[config.mk]
export PLATFORM = sky130hd
export DESIGN_NAME = i2s_stream_tx_flat
export DESIGN_NICKNAME = d
export VERILOG_FILES = /design/src/rtl/i2s_stream_tx_pkg.sv /design/src/rtl/i2s_stream_tx_if.sv /design/src/rtl/i2s_stream_tx.sv /design/src/flat_wrapper.sv
export SDC_FILE = /design/constraint.sdc
export NUM_CORES = 1
export LEC_CHECK = 0
export ABC_AREA = 1
export CORE_UTILIZATION = 45
export DETAILED_ROUTE_END_ITERATION = 7
export PLACE_DENSITY = 0.78
export REMOVE_ABC_BUFFERS = 1
export SYNTH_ARGS = -nofsm -noshare
export SYNTH_HDL_FRONTEND = slang
export SYNTH_SLANG_ARGS = --single-unit
[constraint.sdc]
create_clock -name i2s_clk -period 2.15 [get_ports i2s_clk]
set_input_delay 0.3225 -clock i2s_clk [delete_from_list [all_inputs] [get_ports i2s_clk]]
set_output_delay 0.3225 -clock i2s_clk [all_outputs]
set_load 0.01 [all_outputs]
[src/rtl/i2s_stream_tx_pkg.sv]
// i2s_pkg: shared types and helpers for the I2S transmit path and its receiver.
//   state_t        - transmitter FSM states
//   WORD_W_DEFAULT - default slot width in bits
//   ws_at(p, w)    - word-select level while frame bit p of a w-bit-slot frame is shifted
package i2s_pkg;

    typedef enum logic {IDLE, RUN} state_t;

    localparam int WORD_W_DEFAULT = 16;

    // WS goes high one bit before the right MSB and drops one bit before the next left MSB
    function automatic logic ws_at(input int p, input int w);
        return (p >= w - 1) && (p <= 2 * w - 2);
    endfunction

endpackage

[src/rtl/i2s_stream_tx_if.sv]
// i2s_stream_tx_if: valid/ready sample-pair stream feeding the I2S transmitter.
//   s_valid - source has a left/right pair
//   s_ready - sink can take the pair this cycle
//   s_left  - left slot word (WS=0)
//   s_right - right slot word (WS=1)
interface i2s_stream_tx_if #(
    parameter int WORD_W = i2s_pkg::WORD_W_DEFAULT
);
    logic              s_valid;
    logic              s_ready;
    logic [WORD_W-1:0] s_left;
    logic [WORD_W-1:0] s_right;

    modport master(output s_valid, s_left, s_right, input s_ready);
    modport slave(input s_valid, s_left, s_right, output s_ready);
endinterface

[src/rtl/i2s_stream_tx.sv]
// i2s_stream_tx: serializes left/right sample pairs into MSB-first I2S frames.
//   i2s_clk     - bit clock, all state on its rising edge
//   rst_n       - asynchronous active-low reset
//   en          - transmit enable, acted on only at frame boundaries
//   s           - sample-pair stream (slave side)
//   i2s_data    - registered serial data
//   i2s_ws      - registered word select, leads each slot's MSB by one bit
//   frame_start - pulses in the cycle the shifter loads
//   underrun    - pulses when a running frame boundary finds no pair waiting
module i2s_stream_tx
    import i2s_pkg::*;
#(
    parameter int WORD_W = WORD_W_DEFAULT
) (
    input  logic           i2s_clk,
    input  logic           rst_n,
    input  logic           en,
    i2s_stream_tx_if.slave s,
    output logic           i2s_data,
    output logic           i2s_ws,
    output logic           frame_start,
    output logic           underrun
);

    localparam int FW = 2 * WORD_W;
    localparam int CW = $clog2(FW);
    localparam logic [CW-1:0] LAST = CW'(FW - 1);

    state_t            state_q, state_d;
    logic [CW-1:0]     cnt_q, cnt_d;
    logic [FW-1:0]     sh_q, sh_d;
    logic [WORD_W-1:0] hold_l_q, hold_r_q;
    logic              hold_full_q, hold_full_d;
    logic              data_q, data_d;
    logic              ws_q, ws_d;
    logic              load;
    logic              xfer;

    // A load frees the holding register in the same cycle, so a new pair can land alongside it
    assign s.s_ready   = !hold_full_q || load;
    assign xfer        = s.s_valid && (!hold_full_q || load);
    assign hold_full_d = xfer || (hold_full_q && !load);
    assign frame_start = load;
    assign i2s_data    = data_q;
    assign i2s_ws      = ws_q;

    always_comb begin
        state_d  = state_q;
        cnt_d    = '0;
        sh_d     = sh_q;
        data_d   = 1'b0;
        ws_d     = 1'b0;
        load     = 1'b0;
        underrun = 1'b0;
        if (state_q == IDLE) begin
            load    = en && hold_full_q;
            state_d = load ? RUN : IDLE;
        end else begin
            data_d = sh_q[FW-1];
            ws_d   = ws_at(int'(cnt_q), WORD_W);
            sh_d   = sh_q << 1;
            cnt_d  = (cnt_q == LAST) ? '0 : cnt_q + 1'b1;
            if (cnt_q == LAST) begin
                state_d  = en ? RUN : IDLE;
                load     = en && hold_full_q;
                underrun = en && !hold_full_q;
                // An underrun frame is sent as silence while keeping the WS cadence
                if (underrun)
                    sh_d = '0;
            end
        end
        if (load)
            sh_d = {hold_l_q, hold_r_q};
    end

    always_ff @(posedge i2s_clk or negedge rst_n) begin
        if (!rst_n) begin
            state_q     <= IDLE;
            cnt_q       <= '0;
            sh_q        <= '0;
            hold_l_q    <= '0;
            hold_r_q    <= '0;
            hold_full_q <= 1'b0;
            data_q      <= 1'b0;
            ws_q        <= 1'b0;
        end else begin
            state_q     <= state_d;
            cnt_q       <= cnt_d;
            sh_q        <= sh_d;
            hold_full_q <= hold_full_d;
            data_q      <= data_d;
            ws_q        <= ws_d;
            if (xfer) begin
                hold_l_q <= s.s_left;
                hold_r_q <= s.s_right;
            end
        end
    end

endmodule
[src/flat_wrapper.sv]
// flat-port wrapper written by rule: the top's interface ports become plain ports
module i2s_stream_tx_flat import i2s_pkg::*;
#(
    parameter int WORD_W = WORD_W_DEFAULT
)
  (i2s_clk, rst_n, en, i2s_data, i2s_ws, frame_start, underrun, s_s_valid, s_s_left, s_s_right, s_s_ready);
  i2s_stream_tx_if #(.WORD_W(WORD_W)) s_i ();
  input  logic i2s_clk;
  input  logic rst_n;
  input  logic en;
  output logic i2s_data;
  output logic i2s_ws;
  output logic frame_start;
  output logic underrun;
  input wire logic [$bits(s_i.s_valid)-1:0] s_s_valid;
  input wire logic [$bits(s_i.s_left)-1:0] s_s_left;
  input wire logic [$bits(s_i.s_right)-1:0] s_s_right;
  output wire logic [$bits(s_i.s_ready)-1:0] s_s_ready;
  assign s_i.s_valid = s_s_valid;
  assign s_i.s_left = s_s_left;
  assign s_i.s_right = s_s_right;
  assign s_s_ready = s_i.s_ready;
  i2s_stream_tx #(.WORD_W(WORD_W)) u_core (.i2s_clk(i2s_clk), .rst_n(rst_n), .en(en), .s(s_i), .i2s_data(i2s_data), .i2s_ws(i2s_ws), .frame_start(frame_start), .underrun(underrun));
endmodule
==> impl_results.md <==
* Status: finished, violations left
* Violated checks: hold timing
* Fin Hold WS at -0.0149 ns
* Drt pass-1 iters at 4
* Power per cell area at 1170 nW/um^2
* FF+latch area at 1830 um^2
* Fin util at 0.571
* Critical Path Source Type: flip-flop
* Worst Max-Slew Pin Slew at 0.387 ns
* Crit path buf inv count at 4
* Yosys reg bits at 73
* CP max FO at 3
* Die area at 8110 um^2
* Most used DFF post-synth: dfrtp_1
* Adder and majority gate portion of the synthesized area at 0.0143
* GRT met2 Usage at 0.328
* Post-Place Cell Area at 3980 um^2
* Fin. Hold Viols at 9
* Die height at 90.1 um
* H-tree lvl count at 3
* Number of synthesized flops with an enable pin at 0
* Pin count of the biggest net entering global routing at 74
* Flop pwr share at 0.467
* Synthesized area at 3490 um^2
* CP Data Arrival Time at 1.75 ns
* Die W at 90.1 um
* Final ANT Viol Nets at 0
* Hold Buf Count CTS at 0
* Pre-CTS setup slack at -0.0751 ns
* # fillers at 679
* Top-area cell type share of the netlist area at 0.523
* Comb power frac at 0.336
* Relative slew margins at 0.742
* Row Count at 31
* Top Ports at 41
* Internal power at 3.20 mW
* GR Layer Usage met3 at 0.0389
* Peak Freq at 482 MHz
* RD Place Congestion at 0.762
* Simple-gate share of the synthesized area at 0.395
* NetSw at 1.71 mW
* Final worst setup slack at 0.0758 ns
* Vias per cell at 5.10
* Post-synthesis mux area share at 0
* CP peak stage delay at 0.36 ns
* Clk network pwr share at 0.197
* Total Routed Length at 7430 um
* Core Footprint at 7370 um^2
* Peak supply drop at 0.000454 V
* Root buffer cell: clkbuf_8
* Setup CP Type: reg -> out
* Cell area after layout at 4210 um^2
* Number of global-route vias before repair at 2751
* Vias at 2940
* Period utilization at 0.965
* Total power at 4.91 mW
* XOR/XNOR Fraction of Synth Area at 0
* Largest family of logic cells by synthesized area: simple AND/OR/NAND/NOR gates
* # DRC at 0
* Count leader, synth: nand2_1
* Busiest grt layer: met2
* Initial antenna violation count at 0
* Sequential fraction of the synthesis area at 0.523
* Global-route wire length before repair at 12800 um
* Grt met1 use at 0.255
* Clock Latency Late Sink at 0.35 ns
* Sw frac at 0.348
* GR Util All Layers at 0.198
* Netlist cell types at 19
* Max clock buf depth at 2
* CP Cell Sequence: ha_2, inv_2, nor3_4, ha_2, inv_2, nand2_4, nand2_4, inv_2, buf_6
* Post-synthesis compound-gate area fraction at 0.00645
* Synth Instances at 432
* CTS tree: built
* WL/cell at 12.9 um
* Starting density of the core at 0.474
* NumNets Final at 512
* GRT overflow at 0
* Critical-path top delay cell: dfrtp_1
* Largest delay share family, worst path: adder cells
* Lkg Pwr at 2.25 nW
* Share of cells above drive strength 1 at 0.0964
* Critical Path RT at 1.83 ns
* Layout area overhead at 20.7%
* Clock Pin Slew Worst Setup and Hold Paths at 0.07 ns
* Syn avg cell area at 8.08 um^2
* Non-filler cells, final at 576
* IO Port Bufs at 40
* Setup TNS at 0 ns
* Clk sink count at 73
* Max-Cap Viols at 0
* Hpwl dp at 4630 um
* Num CTS Buffers at 9
* Endpoint class of the critical path: primary output
* Multi-input logic area at 1490 um^2
* Final setup fails at 0
* Final clock skew at 0.00619 ns
* # diodes at 0
* Cell taking the most area after synthesis: dfrtp_1
* Final Critical Period at 2.07 ns
* Post-synth top cells: nand2_1 (198), dfrtp_1 (73), nand3_1 (66)
* Worst hold path type: in -> async
* First DRT Iteration DRCs at 232
* Warnings from Yosys at 0
* Placed cell count at 559
* Most common cell on crit path: inv_2
* Fin. max-slew vios at 0
* Synth async-reset ratio at 1.00
* Top cells by area, synth: dfrtp_1 (52%), nand2_1 (21%), nand3_1 (9.5%)
## timing repair
| item | in CTS | in global routing |
|---|---|---|
| endpoints found under the setup margin | 35 | 35 |
| pin swaps | 0 | 3 |
| resized for setup | 9 | 18 |
| setup buffers | 0 | 1 |
## cell type report
type | instances | area share
timing repair buffer | 57 | 0.130
clock inverter | 3 | 0.00357
multi-input combinational | 317 | 0.353
clock buffer | 13 | 0.0377
inverter | 14 | 0.0125
sequential | 73 | 0.434
tap | 99 | 0.0294
## layer usage
layer,vias up,routed length [um],part of all wire
li1,1450,-,-
met1,1397,3220,0.43
met2,83,3650,0.49
met3,10,452,0.061
met4,0,110,0.015
met5,-,0,0
## layout by cell type (no fill, tap or decap), drive strengths merged
cell type and instances:
clkinv 3, nor2 9, o21ai 1, dfrtp 73
ha 4, buf 20, nand3b 31, nand3 66
a21oi 2, clkdlybuf4s50 36, o21a 1, nand2 202
clkbuf 14, nor3 1, inv 14
## power groups by stage
stage / Combinational, mW / Sequential (mW) / Clock [mW]
floorplan: 1.08 / 2.23 / 0
global placement: 1.51 / 2.28 / 0
detailed placement: 1.58 / 2.31 / 0
CTS: 1.60 / 2.29 / 0.981
global route: 1.90 / 2.36 / 1.05
finish: 1.65 / 2.29 / 0.967
## flip-flops by register name (all words and copies together) (netlist names)
| name | flops |
|---|---|
| u_core.sh_q | 32 |
| u_core.hold_l_q | 16 |
| u_core.hold_r_q | 16 |
| u_core.cnt_q | 5 |
| u_core.hold_full_q | 1 |
| u_core.i2s_data | 1 |
| u_core.i2s_ws | 1 |
| u_core.state_q | 1 |
## logic make-up (layout without fill, tap and decap cells)
family          Yosys count  in the layout
simple gates            309            309
flops                    73             73
buf+inv                  42             87
fa+ha+maj                 4              4
compound gates            4              4
## final timing paths
kind,from,slack [ns],cells past startpoint,end
setup / recovery,u_core.cnt_q[0],0.08,9,frame_start
hold / removal,rst_n,-0.01,2,u_core.cnt_q[3]
setup reg to reg,u_core.cnt_q[0],0.20,12,u_core.hold_l_q[11]
hold reg to reg,u_core.hold_r_q[9],0.46,2,u_core.hold_r_q[9]
max in group asynchronous,rst_n,1.85,2,u_core.sh_q[17]
min in group i2s_clk,u_core.hold_r_q[9],0.46,2,u_core.hold_r_q[9]
Note: power is estimated with default switching activity, not from simulation.
==> variant: new RTL, same settings <==
Put a register stage on the output `underrun`, cleared by the reset. The value now appears one clock later. The other outputs are not delayed to match.
--- a/src/rtl/i2s_stream_tx.sv
+++ b/src/rtl/i2s_stream_tx.sv
@@ -26,6 +26,8 @@
     localparam int CW = $clog2(FW);
     localparam logic [CW-1:0] LAST = CW'(FW - 1);
 
+    logic underrun_d;
+
     state_t            state_q, state_d;
     logic [CW-1:0]     cnt_q, cnt_d;
     logic [FW-1:0]     sh_q, sh_d;
@@ -51,7 +53,7 @@
         data_d   = 1'b0;
         ws_d     = 1'b0;
         load     = 1'b0;
-        underrun = 1'b0;
+        underrun_d = 1'b0;
         if (state_q == IDLE) begin
             load    = en && hold_full_q;
             state_d = load ? RUN : IDLE;
@@ -63,9 +65,9 @@
             if (cnt_q == LAST) begin
                 state_d  = en ? RUN : IDLE;
                 load     = en && hold_full_q;
-                underrun = en && !hold_full_q;
+                underrun_d = en && !hold_full_q;
                 // An underrun frame is sent as silence while keeping the WS cadence
-                if (underrun)
+                if (underrun_d)
                     sh_d = '0;
             end
         end
@@ -97,4 +99,12 @@
         end
     end
 
+    always_ff @(posedge i2s_clk or negedge rst_n) begin
+        if (!rst_n) begin
+            underrun <= '0;
+        end else begin
+            underrun <= underrun_d;
+        end
+    end
+
 endmodule
Formal check against the unedited RTL: no difference found for any inputs over 10 cycles, from zero or initial values and one cycle with rst_n low; that may be too few to reach the edited logic, so the function may still have changed.
==> variant against the original RTL <==
- count of clock-buffer cells in the layout decreased by 2
- design area increased by 1.1%
- clock skew up 0.0019 ns
- synthesized area is 0.72% higher
- worst setup slack gained 0.030 ns
- sequential share of layout area increased by 0.12 points
- first-iteration DRC count decreased by 20%
- routed wire length about the same
- total power grew 0.41%
- clock power rose by 2%
- sequential cell count grew 1
- register-to-register slack worse by 0.05 ns
- critical endpoint is now s_s_ready
==> variant: results (changes against the original RTL) <==
| Metric | Value |
|---|---|
| Synth Area in Adders | 1.42% (-0.010 points) |
| Post-Layout Cell Count | 581 (+0.87%) |
| Routability Congestion | 0.784 (+2.9%) |
| Int Pwr | 3.18 mW (-0.50%) |
| Met2 routed WL | 3.53 mm (-3.2%) |
| WL met3 | 471 µm (+4.2%) |
| Clock power share | 20.0% (+0.3 points) |
| Mean area per synthesized cell | 8.12 µm² (+0.48%) |
| Largest net degree at the start of global routing | 75 (+1.4%) |
| DR iter-0 viols | 186 (-20%) |
| Sequential share of the synthesized area | 52.7% (+0.34 points) |
| Worst-Margin Slew | 0.399 ns (+0.0117 ns) |
| GR Layer Usage met1 | 24.9% (-0.65 points) |
| GR Layer Usage met3 | 6.06% (+2.2 points) |
| VDD IR-drop max | 0.000504 V (+11%) |
| Worst Hold Class | reg -> reg |
| GRT Overall Usage | 20.2% (+0.38 points) |
| Fillers | 693 (+2.1%) |
| Met2 usage | 33.3% (+0.45 points) |
| LEAKAGE | 2.26 nW (+0.16%) |
| Worst Path Arrival | 1.72 ns (-0.03 ns) |
| Drt total wl | 7.44 mm (about the same) |
| DP HPWL | 4.60 mm (-0.63%) |
| Clk_skew | 0.00808 ns (+0.00189 ns) |
| Status | finished clean |
| DR vias/cell | 5.13 (+0.49%) |
| First-pass GRT wire length | 13.1 mm (+2.7%) |
| Inst Count DP | 562 (+0.54%) |
variant: cell count changes in the layout (fill, tap and decap cells not counted), moves of 2 or more:
cell and change:
buf_4 +4, clkinv_2 -3, clkinvlp_4 +4, inv_1 +2, inv_2 -2, nand2_2 +2, nand2_4 -2
variant: path summary, 6_finish.rpt:
path | startpoint | end | slack [ns] | cells past startpoint
worst min register to register | u_core.sh_q[31]$_DFFE_PN0P_ | u_core.i2s_data$_DFF_PN0_ | 0.46 | 2
worst min-delay path | u_core.sh_q[31]$_DFFE_PN0P_ | u_core.i2s_data$_DFF_PN0_ | 0.46 | 2
worst max register to register | u_core.cnt_q[1]$_DFF_PN0_ | u_core.hold_r_q[14]$_DFFE_PN0P_ | 0.15 | 12
min in group asynchronous | rst_n | u_core.cnt_q[3]$_DFF_PN0_ | 0.51 | 3
worst max-delay path | u_core.cnt_q[1]$_DFF_PN0_ | s_s_ready | 0.11 | 9
max in group asynchronous | rst_n | u_core.sh_q[21]$_DFFE_PN0P_ | 1.31 | 3
variant: what timing repair did:
action | in CTS | in global routing
pin swaps | 2 | 3
setup buffers | 1 | 1
setup endpoints to repair | 34 | 34
gates resized for setup | 14 | 3
endpoints found under the hold margin | 2 | 0
hold buffers | 1 | 0
variant: area by class of cell:
cell class | count | share of cell area, %
clock buffers | 11 | 3.32
flip-flops and latches | 74 | 43.5
well taps | 99 | 2.91
repair buffers | 61 | 13.4
inverters | 14 | 1.23
multi-input cells | 317 | 34.7
clock inverters | 5 | 0.911
variant: worst reg2reg max path, cell delays in order, from the launching register on:
cell     delay, ns
dfrtp_1       0.36
ha_2          0.18
inv_1         0.06
nor3_4        0.14
ha_2          0.21
inv_1         0.06
nand2_2       0.07
nand2_2       0.09
nand2_4       0.07
buf_6         0.26
nand2_8       0.21
nand2_1       0.12
nand2_1       0.06
